[config.mk]
export PLATFORM = sky130hd
export DESIGN_NAME = mips_run_ctrl
export DESIGN_NICKNAME = d
export VERILOG_FILES = /design/src/rtl/mips_ctrl_pkg.sv /design/src/rtl/mips_imem_loader.sv /design/src/rtl/mips_run_ctrl.sv
export SDC_FILE = /design/constraint.sdc
export NUM_CORES = 1
export LEC_CHECK = 0
export CORE_MARGIN = 3
export CORE_UTILIZATION = 42
export CTS_BUF_LIST = sky130_fd_sc_hd__clkbuf_16
export DETAILED_ROUTE_END_ITERATION = 6
export PLACE_DENSITY = 0.88
export SLEW_MARGIN = 0
export SYNTH_ARGS = -nofsm -noshare
export SYNTH_HDL_FRONTEND = slang
export SYNTH_SLANG_ARGS = --single-unit
[constraint.sdc]
create_clock -name CLK -period 3.18 [get_ports CLK]
set_clock_uncertainty 0.1 [all_clocks]
set_input_delay 0.318 -clock CLK [delete_from_list [all_inputs] [get_ports CLK]]
set_output_delay 0.318 -clock CLK [all_outputs]
set_load 0.02 [all_outputs]
[src/rtl/mips_ctrl_pkg.sv]
// rtl/mips_ctrl_pkg.sv - shared state encodings and defaults for the MIPS run controller
package mips_ctrl_pkg;

  localparam int IMEM_DEPTH_DEF = 64;

  typedef enum logic [2:0] {
    ST_IDLE = 3'd0,
    ST_LOAD = 3'd1,
    ST_RUN  = 3'd2,
    ST_STEP = 3'd3,
    ST_HALT = 3'd4
  } state_e;

endpackage

[src/rtl/mips_imem_loader.sv]
// rtl/mips_imem_loader.sv - instruction-memory load path: word counter, registered write strobe, overflow flag
module mips_imem_loader
  import mips_ctrl_pkg::*;
#(
  parameter int IMEM_DEPTH = IMEM_DEPTH_DEF
) (
  input  logic        clk_i,
  input  logic        rst_i,
  input  logic        en_i,
  input  logic        clear_i,
  input  logic        valid_i,
  input  logic [31:0] data_i,
  input  logic        last_i,
  output logic        we_o,
  output logic [31:0] w_ins_o,
  output logic        done_o,
  output logic        err_o
);

  localparam int CW = $clog2(IMEM_DEPTH + 1);

  logic [CW-1:0] cnt_q, cnt_d;
  logic [31:0]   w_ins_q, w_ins_d;
  logic          we_q, err_q, err_d;
  logic          accept, overflow;

  always_comb begin
    accept   = en_i && valid_i;
    // Filling the last slot without load_last means the image does not fit.
    overflow = accept && !last_i && (cnt_q == CW'(IMEM_DEPTH - 1));
    done_o   = accept && (last_i || overflow);
    cnt_d    = cnt_q;
    err_d    = err_q;
    w_ins_d  = w_ins_q;
    if (clear_i) begin
      cnt_d = '0;
      err_d = 1'b0;
    end else if (accept) begin
      cnt_d   = cnt_q + CW'(1);
      w_ins_d = data_i;
      if (overflow) err_d = 1'b1;
    end
  end

  always_ff @(posedge clk_i) begin
    if (rst_i) begin
      cnt_q   <= '0;
      we_q    <= 1'b0;
      w_ins_q <= '0;
      err_q   <= 1'b0;
    end else begin
      cnt_q   <= cnt_d;
      we_q    <= accept;
      w_ins_q <= w_ins_d;
      err_q   <= err_d;
    end
  end

  assign we_o    = we_q;
  assign w_ins_o = w_ins_q;
  assign err_o   = err_q;

endmodule

[src/rtl/mips_run_ctrl.sv]
// rtl/mips_run_ctrl.sv - run/step/halt/load controller for a MIPS core with breakpoint and instruction counter
module mips_run_ctrl
  import mips_ctrl_pkg::*;
#(
  parameter int IMEM_DEPTH = IMEM_DEPTH_DEF,
  parameter int CNT_W      = 16
) (
  input  logic             CLK,
  input  logic             RST,
  input  logic             load_start,
  input  logic             load_valid,
  input  logic [31:0]      load_data,
  input  logic             load_last,
  output logic             load_ready,
  input  logic             run_req,
  input  logic             step_req,
  input  logic             halt_req,
  input  logic             brk_en,
  input  logic [31:0]      brk_pc,
  input  logic [31:0]      pc,
  output logic             cpu_rst,
  output logic             cpu_we,
  output logic [31:0]      cpu_w_ins,
  output logic             cpu_run,
  output logic [2:0]       state,
  output logic             halted,
  output logic             load_err,
  output logic [CNT_W-1:0] instr_count
);

  state_e           state_q, state_d;
  logic             skip_brk_q, skip_brk_d;
  logic [CNT_W-1:0] count_q, count_d;
  logic             brk_hit, halt_cond, load_entry, load_done;

  always_comb begin
    brk_hit   = brk_en && (pc == brk_pc) && !skip_brk_q;
    halt_cond = halt_req || brk_hit;
    state_d   = state_q;
    cpu_run   = 1'b0;
    case (state_q)
      ST_IDLE: begin
        if (load_start)    state_d = ST_LOAD;
        else if (step_req) state_d = ST_STEP;
        else if (run_req)  state_d = ST_RUN;
      end
      ST_LOAD: begin
        if (load_done) state_d = ST_IDLE;
      end
      ST_RUN: begin
        if (halt_cond) state_d = ST_HALT;
        else           cpu_run = 1'b1;
      end
      ST_STEP: begin
        state_d = ST_HALT;
        cpu_run = !halt_cond;
      end
      ST_HALT: begin
        // A pending breakpoint match must not block resuming from it.
        if (halt_req)        state_d = ST_HALT;
        else if (load_start) state_d = ST_LOAD;
        else if (step_req)   state_d = ST_STEP;
        else if (run_req)    state_d = ST_RUN;
      end
      default: state_d = ST_IDLE;
    endcase
    if (RST) cpu_run = 1'b0;

    load_entry = (state_d == ST_LOAD) && (state_q != ST_LOAD);
    skip_brk_d = (state_q == ST_HALT) && ((state_d == ST_RUN) || (state_d == ST_STEP));

    count_d = count_q;
    if (load_entry)                    count_d = '0;
    else if (cpu_run && count_q != '1) count_d = count_q + CNT_W'(1);
  end

  always_ff @(posedge CLK) begin
    if (RST) begin
      state_q    <= ST_IDLE;
      skip_brk_q <= 1'b0;
      count_q    <= '0;
    end else begin
      state_q    <= state_d;
      skip_brk_q <= skip_brk_d;
      count_q    <= count_d;
    end
  end

  mips_imem_loader #(
    .IMEM_DEPTH(IMEM_DEPTH)
  ) u_loader (
    .clk_i   (CLK),
    .rst_i   (RST),
    .en_i    (state_q == ST_LOAD),
    .clear_i (load_entry),
    .valid_i (load_valid),
    .data_i  (load_data),
    .last_i  (load_last),
    .we_o    (cpu_we),
    .w_ins_o (cpu_w_ins),
    .done_o  (load_done),
    .err_o   (load_err)
  );

  assign state       = state_q;
  assign cpu_rst     = (state_q == ST_IDLE) || (state_q == ST_LOAD);
  assign load_ready  = (state_q == ST_LOAD);
  assign halted      = (state_q == ST_HALT);
  assign instr_count = count_q;

endmodule

==> results.sh, run 1 <==
export IMPL_outcome="complete, no violations"
export IMPL_synth_area_mux_share_pct=1.03
export IMPL_peakVddDrop_mv=0.452
export IMPL_syn_area_um2=2910
export IMPL_fin_setup_tns_ps=0
export IMPL_power_total_mw=2.17
export IMPL_antenna_found_initial=0
export IMPL_slew_viol_final=0
export IMPL_cp_top_family="buffers and inverters"
export IMPL_synth_top_family_by_area="simple AND/OR/NAND/NOR gates"
export IMPL_grt_pass1_wl_um=13900
export IMPL_cp_cell_sequence="clkdlybuf4s50_1, xor2_1, nor4_1, nand3_1, nor4_4, nor2_1, clkdlybuf4s50_1"
export IMPL_switching_share_pct=25.4
export IMPL_row_count=29
export IMPL_sequentialPowerShare_pct=37.5
export IMPL_hold_buffers=0
export IMPL_clkPwrFrac_pct=44.3
export IMPL_dp_hpwl_um=6840
export IMPL_num_nets_final=625
export IMPL_critPathLaunchType="input pin"
export IMPL_cellPowerDensity_nw_per_um2=447
export IMPL_synth_compound_area_share_pct=15.7
export IMPL_leakagePower_nw=1.74
export IMPL_num_vias=3185
export IMPL_synthAdderAreaFrac_pct=0.860
export IMPL_grt_max_degree=39
export IMPL_grt_use_total_pct=22.3
export IMPL_grt_pass1_vias=2984
export IMPL_dr_first_iter_drc_count=171
export IMPL_post_route_drc_count=0
export IMPL_cts_max_level=3
export IMPL_tritoncts="yes"
export IMPL_die_area_um2=7960
export IMPL_initial_utilization_pct=44.5
export IMPL_netlist_instances=360
export IMPL_io_buffers=161
export IMPL_gp_congestion=0.811
export IMPL_cpMostUsedCell="clkdlybuf4s50_1"
export IMPL_maxSlewHeadroom_pct=27.0
export IMPL_synth_seq_area_share_pct=42.0
export IMPL_worst_pin_slew_ps=1090
export IMPL_ys_warn_count=0
export IMPL_overflow=0
export IMPL_final_hold_viol_count=0
export IMPL_avgSynthCellArea_um2=8.08
export IMPL_yosys_area_share_xor_xnor_pct=9.94
export IMPL_clkTransAtPathRegs_ps=50
export IMPL_synthTopCellsByArea="dfxtp_1 (42%), nand2_1 (11%), xor2_1 (9.3%)"
export IMPL_die_h_um=89.2
export IMPL_ant_nets=0
export IMPL_clock_latency_ps=320
export IMPL_pin_count=162
export IMPL_r2r_end="instr_count[2]"
export IMPL_cts_root_buf="clkbuf_16"
export IMPL_synth_top_area_share_pct=42.0
export IMPL_cp_arrival_ps=2340
export IMPL_fin_area_um2=4850
export IMPL_r2r_slack_ps=850
export IMPL_cts_buffers=9
export IMPL_yosysTopAreaCell="dfxtp_1"
export IMPL_core_um2=6530
export IMPL_cp_end_kind="output pin"
export IMPL_clockBufferDepth=2
export IMPL_grt_setup_unrepaired="no"
export IMPL_maxCapViolations=0
export IMPL_cpMaxStageDelayCell="clkdlybuf4s50_1"
export IMPL_hp_start="u_loader.w_ins_o[25]"
export IMPL_routedWlPerCell_um=15.2
export IMPL_final_common_cell="clkdlybuf4s50_1"
export IMPL_fill_cells=496
export IMPL_syn_nets=467
export IMPL_path_buf_inv=2
export IMPL_routed_via_density=5.31
export IMPL_cts_sinks=61
export IMPL_post_cts_resize_count=0
export IMPL_cp_num_cells=7
export IMPL_setup_viol=0
export IMPL_combPwrFrac_pct=18.2
export IMPL_layout_drive_gt1_share_pct=4.40
export IMPL_fmax_ghz=0.363
export IMPL_synth_distinct_cells=46
export IMPL_p_int_mw=1.62
export IMPL_min_period_over_period_pct=86.7
export IMPL_p_sw_uw=550
export IMPL_hp_class="register to register"
export IMPL_antennaDiodeCount=0
export IMPL_reg2regPathDepth=6
export IMPL_ys_ff_latch=61
export IMPL_placed_area_um2=4560
export IMPL_hold_path_end="u_loader.w_ins_o[25]"
export IMPL_cts_post_setup_buffers_inserted=0
export IMPL_synth_simple_area_share_pct=26.3
export IMPL_totalWireLength_um=9100
export IMPL_path_class="input pin to output pin"
export IMPL_die_x_um=89.2
export IMPL_final_cell_mix="clkdlybuf4s50_1 (161), nand2_1 (84), dfxtp_1 (61), a21oi_1 (47), xor2_1 (31)"
export IMPL_crit_required_ps=2760
export IMPL_max_stage_delay_ps=550
export IMPL_detail_route_first_pass_iterations=4
export IMPL_hold_depth=2
export IMPL_crit_fanout=2
export IMPL_rr_startpoint="instr_count[2]"
export IMPL_syn_to_final_growth_pct=66.9
export IMPL_post_route_min_period_ps=2760
power groups by stage:
stage	sequential (mW)	clock [mW]	combinational, mW
CTS	0.815	0.972	0.396
global placement	0.829	0	0.386
global route	0.818	1.01	0.422
detailed placement	0.831	0	0.394
floorplan	0.863	0	0.127
finish	0.815	0.961	0.394
cells in the mapped netlist (all sizes together):
cell and n:
a21o 1, a21oi 47, a221oi 1, a222oi 1, a2bb2oi 1, a31o 1, a31oi 1, and2 2
and2b 1, and3 4, and4 2, buf 6, clkbuf 11, dfxtp 61, ha 2, inv 10
mux2i 3, nand2 84, nand2b 2, nand3 9, nand3b 1, nand4 6, nand4b 1, nor2 14
nor3 6, nor3b 3, nor4 8, o211a 1, o211ai 2, o21ai 8, o21ba 1, o221a 1
o311ai 1, o31ai 9, o32ai 1, or3 5, or4 8, or4b 1, xnor2 2, xor2 31
how the worst max path moves through the flow:
stage          startpoint       end  slack (ps)
6_report       brk_pc[25]   cpu_run         420
5_1_grt        brk_pc[20]   cpu_run         300
4_1_cts        brk_pc[25]   cpu_run         420
3_5_place_dp   brk_pc[25]   cpu_run         420
3_3_place_gp   brk_pc[20]   cpu_run         450
2_1_floorplan    state[2]  state[0]        1090
layout make-up:
class | count | area (µm²) | share of cell area [%]
clock inverters | 7 | 73.8 | 1.52
flip-flops and latches | 61 | 1220 | 25.2
inverters | 10 | 37.5 | 0.773
multi-input cells | 272 | 1570 | 32.3
clock buffers | 9 | 225 | 4.64
repair buffers | 164 | 1630 | 33.7
well taps | 77 | 96.3 | 1.98
through the flow:
stage          std cells  hold slack, ps  util [%]  setup slack (ps)
2_1_floorplan        360             297         -              1090
3_3_place_gp         584             341      69.8               455
3_5_place_dp         584             347      69.8               425
4_1_cts              600             353      74.3               416
5_1_grt              600             370      74.3               298
6_report             600             352      74.3               422
layer usage:
layer  wire [µm]  part of all wire [%]  track usage [%]
met3         572                   6.3             8.57
met2        4860                    53             39.5
met5           0                     0                0
met1        3420                    38             23.7
met4         246                   2.7             8.93
registers in the layout (all words and copies together), names as in the netlist:
register,count
u_loader.we_o,1
u_loader.cnt_q,7
instr_count,16
state,3
skip_brk_q,1
u_loader.err_o,1
u_loader.w_ins_o,32
worst min-delay path: cells and delay by family, from the launching register on:
| kind | cells | cell delay [ps] |
|---|---|---|
| and+or+nand+nor | 1 | 50 |
| AOI/OAI and AO/OA | 1 | 50 |
| DFF | 1 | 300 |
logic make-up (layout without fill, tap and decap cells):
logic type	count (synthesis)	count (layout)
simple gates	157	157
compound gates	77	77
flops	61	61
xor+xnor	33	33
buf+inv	27	190
mux	3	3
fa+ha+maj	2	2
(Power assumes the default switching activity.)
==> inputs of run 2 (changes only) <==
--- a/config.mk
+++ b/config.mk
@@ -10,6 +10,8 @@
 export CTS_BUF_LIST = sky130_fd_sc_hd__clkbuf_16
 export DETAILED_ROUTE_END_ITERATION = 6
 export PLACE_DENSITY = 0.88
+export SKIP_CTS_REPAIR_TIMING = 1
+export SKIP_LAST_GASP = 1
 export SLEW_MARGIN = 0
 export SYNTH_ARGS = -nofsm -noshare
 export SYNTH_HDL_FRONTEND = slang
==> results of run 2 <==
No change in the layout: final DEF, timing and power equal those of run 1.
==> inputs of run 3 (changes only) <==
--- a/config.mk
+++ b/config.mk
@@ -12,7 +12,7 @@
 export PLACE_DENSITY = 0.88
 export SKIP_CTS_REPAIR_TIMING = 1
 export SKIP_LAST_GASP = 1
-export SLEW_MARGIN = 0
+export SLEW_MARGIN = 20
 export SYNTH_ARGS = -nofsm -noshare
 export SYNTH_HDL_FRONTEND = slang
 export SYNTH_SLANG_ARGS = --single-unit
==> constraint.sdc (replaced) <==
create_clock -name CLK -period 3.18 [get_ports CLK]
set_clock_uncertainty 0.1 [all_clocks]
set_input_delay 0.636 -clock CLK [delete_from_list [all_inputs] [get_ports CLK]]
set_output_delay 0.636 -clock CLK [all_outputs]
set_load 0.02 [all_outputs]
==> run 3 against run 2 <==
- worst setup slack got worse by 260 ps
- first-iteration DRC count decreased by 20%
- critical path depth unchanged
- global-route usage rose by 0.42 points
- power is 5.1% lower
- fmax shrank 8.6%
==> results.sh, run 3 (synthesis results as in run 1) <==
export IMPL_outcome="complete, no violations"
export IMPL_dp_worst_setup_slack_ps=-238
export IMPL_ant_nets=0
export IMPL_clock_latency_ps=320
export IMPL_antennaDiodeCount=0
export IMPL_core_um2=6530
export IMPL_rr_startpoint="instr_count[0]"
export IMPL_grt_use_total_pct=22.7
export IMPL_num_nets_final=628
export IMPL_fin_area_um2=4850
export IMPL_path_class="input pin to output pin"
export IMPL_tritoncts="yes"
export IMPL_cts_buffers=9
export IMPL_hold_slack_ps=352
export IMPL_peakVddDrop_mv=0.418
export IMPL_cpMaxStageDelayCell="clkdlybuf4s50_1"
export IMPL_max_stage_delay_ps=420
export IMPL_clkTransAtPathRegs_ps=50
export IMPL_post_route_drc_count=0
export IMPL_worst_pin_slew_ps=616
export IMPL_crit_fanout=2
export IMPL_pin_count=162
export IMPL_fin_cells=603
export IMPL_cts_root_buf="clkbuf_16"
export IMPL_grt_pass1_wl_um=14100
export IMPL_reg2regPathDepth=6
export IMPL_grt_max_degree=39
export IMPL_cts_max_level=3
export IMPL_antenna_found_initial=0
export IMPL_die_area_um2=7960
export IMPL_fmax_ghz=0.331
export IMPL_cp_arrival_ps=2280
export IMPL_cp_end_kind="output pin"
export IMPL_power_total_mw=2.06
export IMPL_combPwrFrac_pct=19.5
export IMPL_grt_pass1_vias=3065
export IMPL_critPathLaunchType="input pin"
export IMPL_multi_input_area_um2=1580
export IMPL_initial_utilization_pct=44.5
export IMPL_sequentialPowerShare_pct=39.6
export IMPL_post_route_min_period_ps=3020
export IMPL_leakagePower_nw=1.77
export IMPL_cts_sinks=61
export IMPL_io_buffers=161
export IMPL_fill_cells=516
export IMPL_cellPowerDensity_nw_per_um2=424
export IMPL_place_inst=587
export IMPL_row_count=29
export IMPL_die_h_um=89.2
export IMPL_routed_via_density=5.22
export IMPL_routedWlPerCell_um=15.1
export IMPL_p_sw_uw=529
export IMPL_final_common_cell="clkdlybuf4s50_1"
export IMPL_maxSlewHeadroom_pct=58.9
export IMPL_setup_viol=0
export IMPL_maxCapViolations=0
export IMPL_r2r_slack_ps=950
export IMPL_utilization_pct=74.3
export IMPL_hold_depth=2
export IMPL_gp_congestion=0.810
export IMPL_clkPwrFrac_pct=40.9
export IMPL_layout_drive_gt1_share_pct=4.75
export IMPL_totalWireLength_um=9120
export IMPL_layout_setup_ws_ps=162
export IMPL_slew_viol_final=0
export IMPL_hp_class="register to register"
export IMPL_cp_cell_sequence="clkdlybuf4s50_1, xor2_1, nor4_2, nand3_1, nor4_4, nor2_1, dlymetal6s2s_1"
export IMPL_hold_path_end="u_loader.w_ins_o[2]"
export IMPL_placed_area_um2=4580
export IMPL_largest_reg_flops=32
export IMPL_min_period_over_period_pct=94.9
export IMPL_switching_share_pct=25.7
export IMPL_hp_start="u_loader.w_ins_o[2]"
export IMPL_dr_first_iter_drc_count=136
export IMPL_overflow=0
export IMPL_dp_hpwl_um=7000
export IMPL_grt_setup_unrepaired="no"
export IMPL_detail_route_first_pass_iterations=5
export IMPL_final_cell_mix="clkdlybuf4s50_1 (160), nand2_1 (84), dfxtp_1 (61), a21oi_1 (47), xor2_1 (31)"
export IMPL_r2r_end="instr_count[7]"
export IMPL_die_x_um=89.2
export IMPL_regArea_um2=1220
export IMPL_p_int_mw=1.53
export IMPL_num_vias=3148
export IMPL_fin_setup_tns_ps=0
export IMPL_crit_required_ps=2440
export IMPL_clockBufferDepth=2
export IMPL_final_hold_viol_count=0
export IMPL_syn_to_final_growth_pct=66.8
run 3: cell count changes in the layout (fill, tap and decap cells not counted), sizes merged:
| cell | previous run | this run |
|---|---|---|
| buf | 3 | 6 |
| bufinv | 1 | 0 |
| clkdlybuf4s50 | 161 | 160 |
| clkinv | 4 | 5 |
| clkinvlp | 1 | 0 |
| dlymetal6s2s | 0 | 1 |
| inv | 11 | 12 |
run 3: area by class of cell:
type / count / share of cell area [%]
Tap cell: 77 / 1.99
Clock buffer: 9 / 4.64
Timing Repair Buffer: 167 / 34.2
Clock inverter: 7 / 0.722
Inverter: 10 / 0.773
Sequential cell: 61 / 25.2
Multi-Input combinational cell: 272 / 32.5
run 3: power groups by stage:
stage                     Combinational [mW]  Clock (mW)  Sequential (mW)
after floorplan                        0.127           0            0.863
after global placement                 0.389           0            0.829
after detailed placement               0.397           0            0.831
after CTS                              0.400       0.852            0.816
after global routing                   0.429       0.898            0.819
final                                  0.401       0.843            0.816
run 3: how the worst max path moves through the flow:
stage | start | end | slack, ps | depth (start not counted)
after CTS | brk_pc[20] | cpu_run | -260 | 7
after floorplan | brk_pc[19] | cpu_run | 510 | 7
after global routing | brk_pc[19] | cpu_run | 80 | 7
after detailed placement | brk_pc[20] | cpu_run | -240 | 7
after global placement | brk_pc[20] | cpu_run | -190 | 7
final | brk_pc[20] | cpu_run | 160 | 7
run 3: routing by layer:
layer	wire length [µm]	global-route usage [%]	vias to the layer above
li1	-	-	1578
met4	212	8.66	0
met3	539	8.02	18
met1	3510	24.9	1451
met5	0	0	-
met2	4870	40.0	101
run 3: critical path: cells and delay by family:
| kind | cells | cell delay [ps] |
|---|---|---|
| and+or+nand+nor | 4 | 840 |
| buffers and inverters | 2 | 630 |
| xor gates and xnor gates | 1 | 180 |
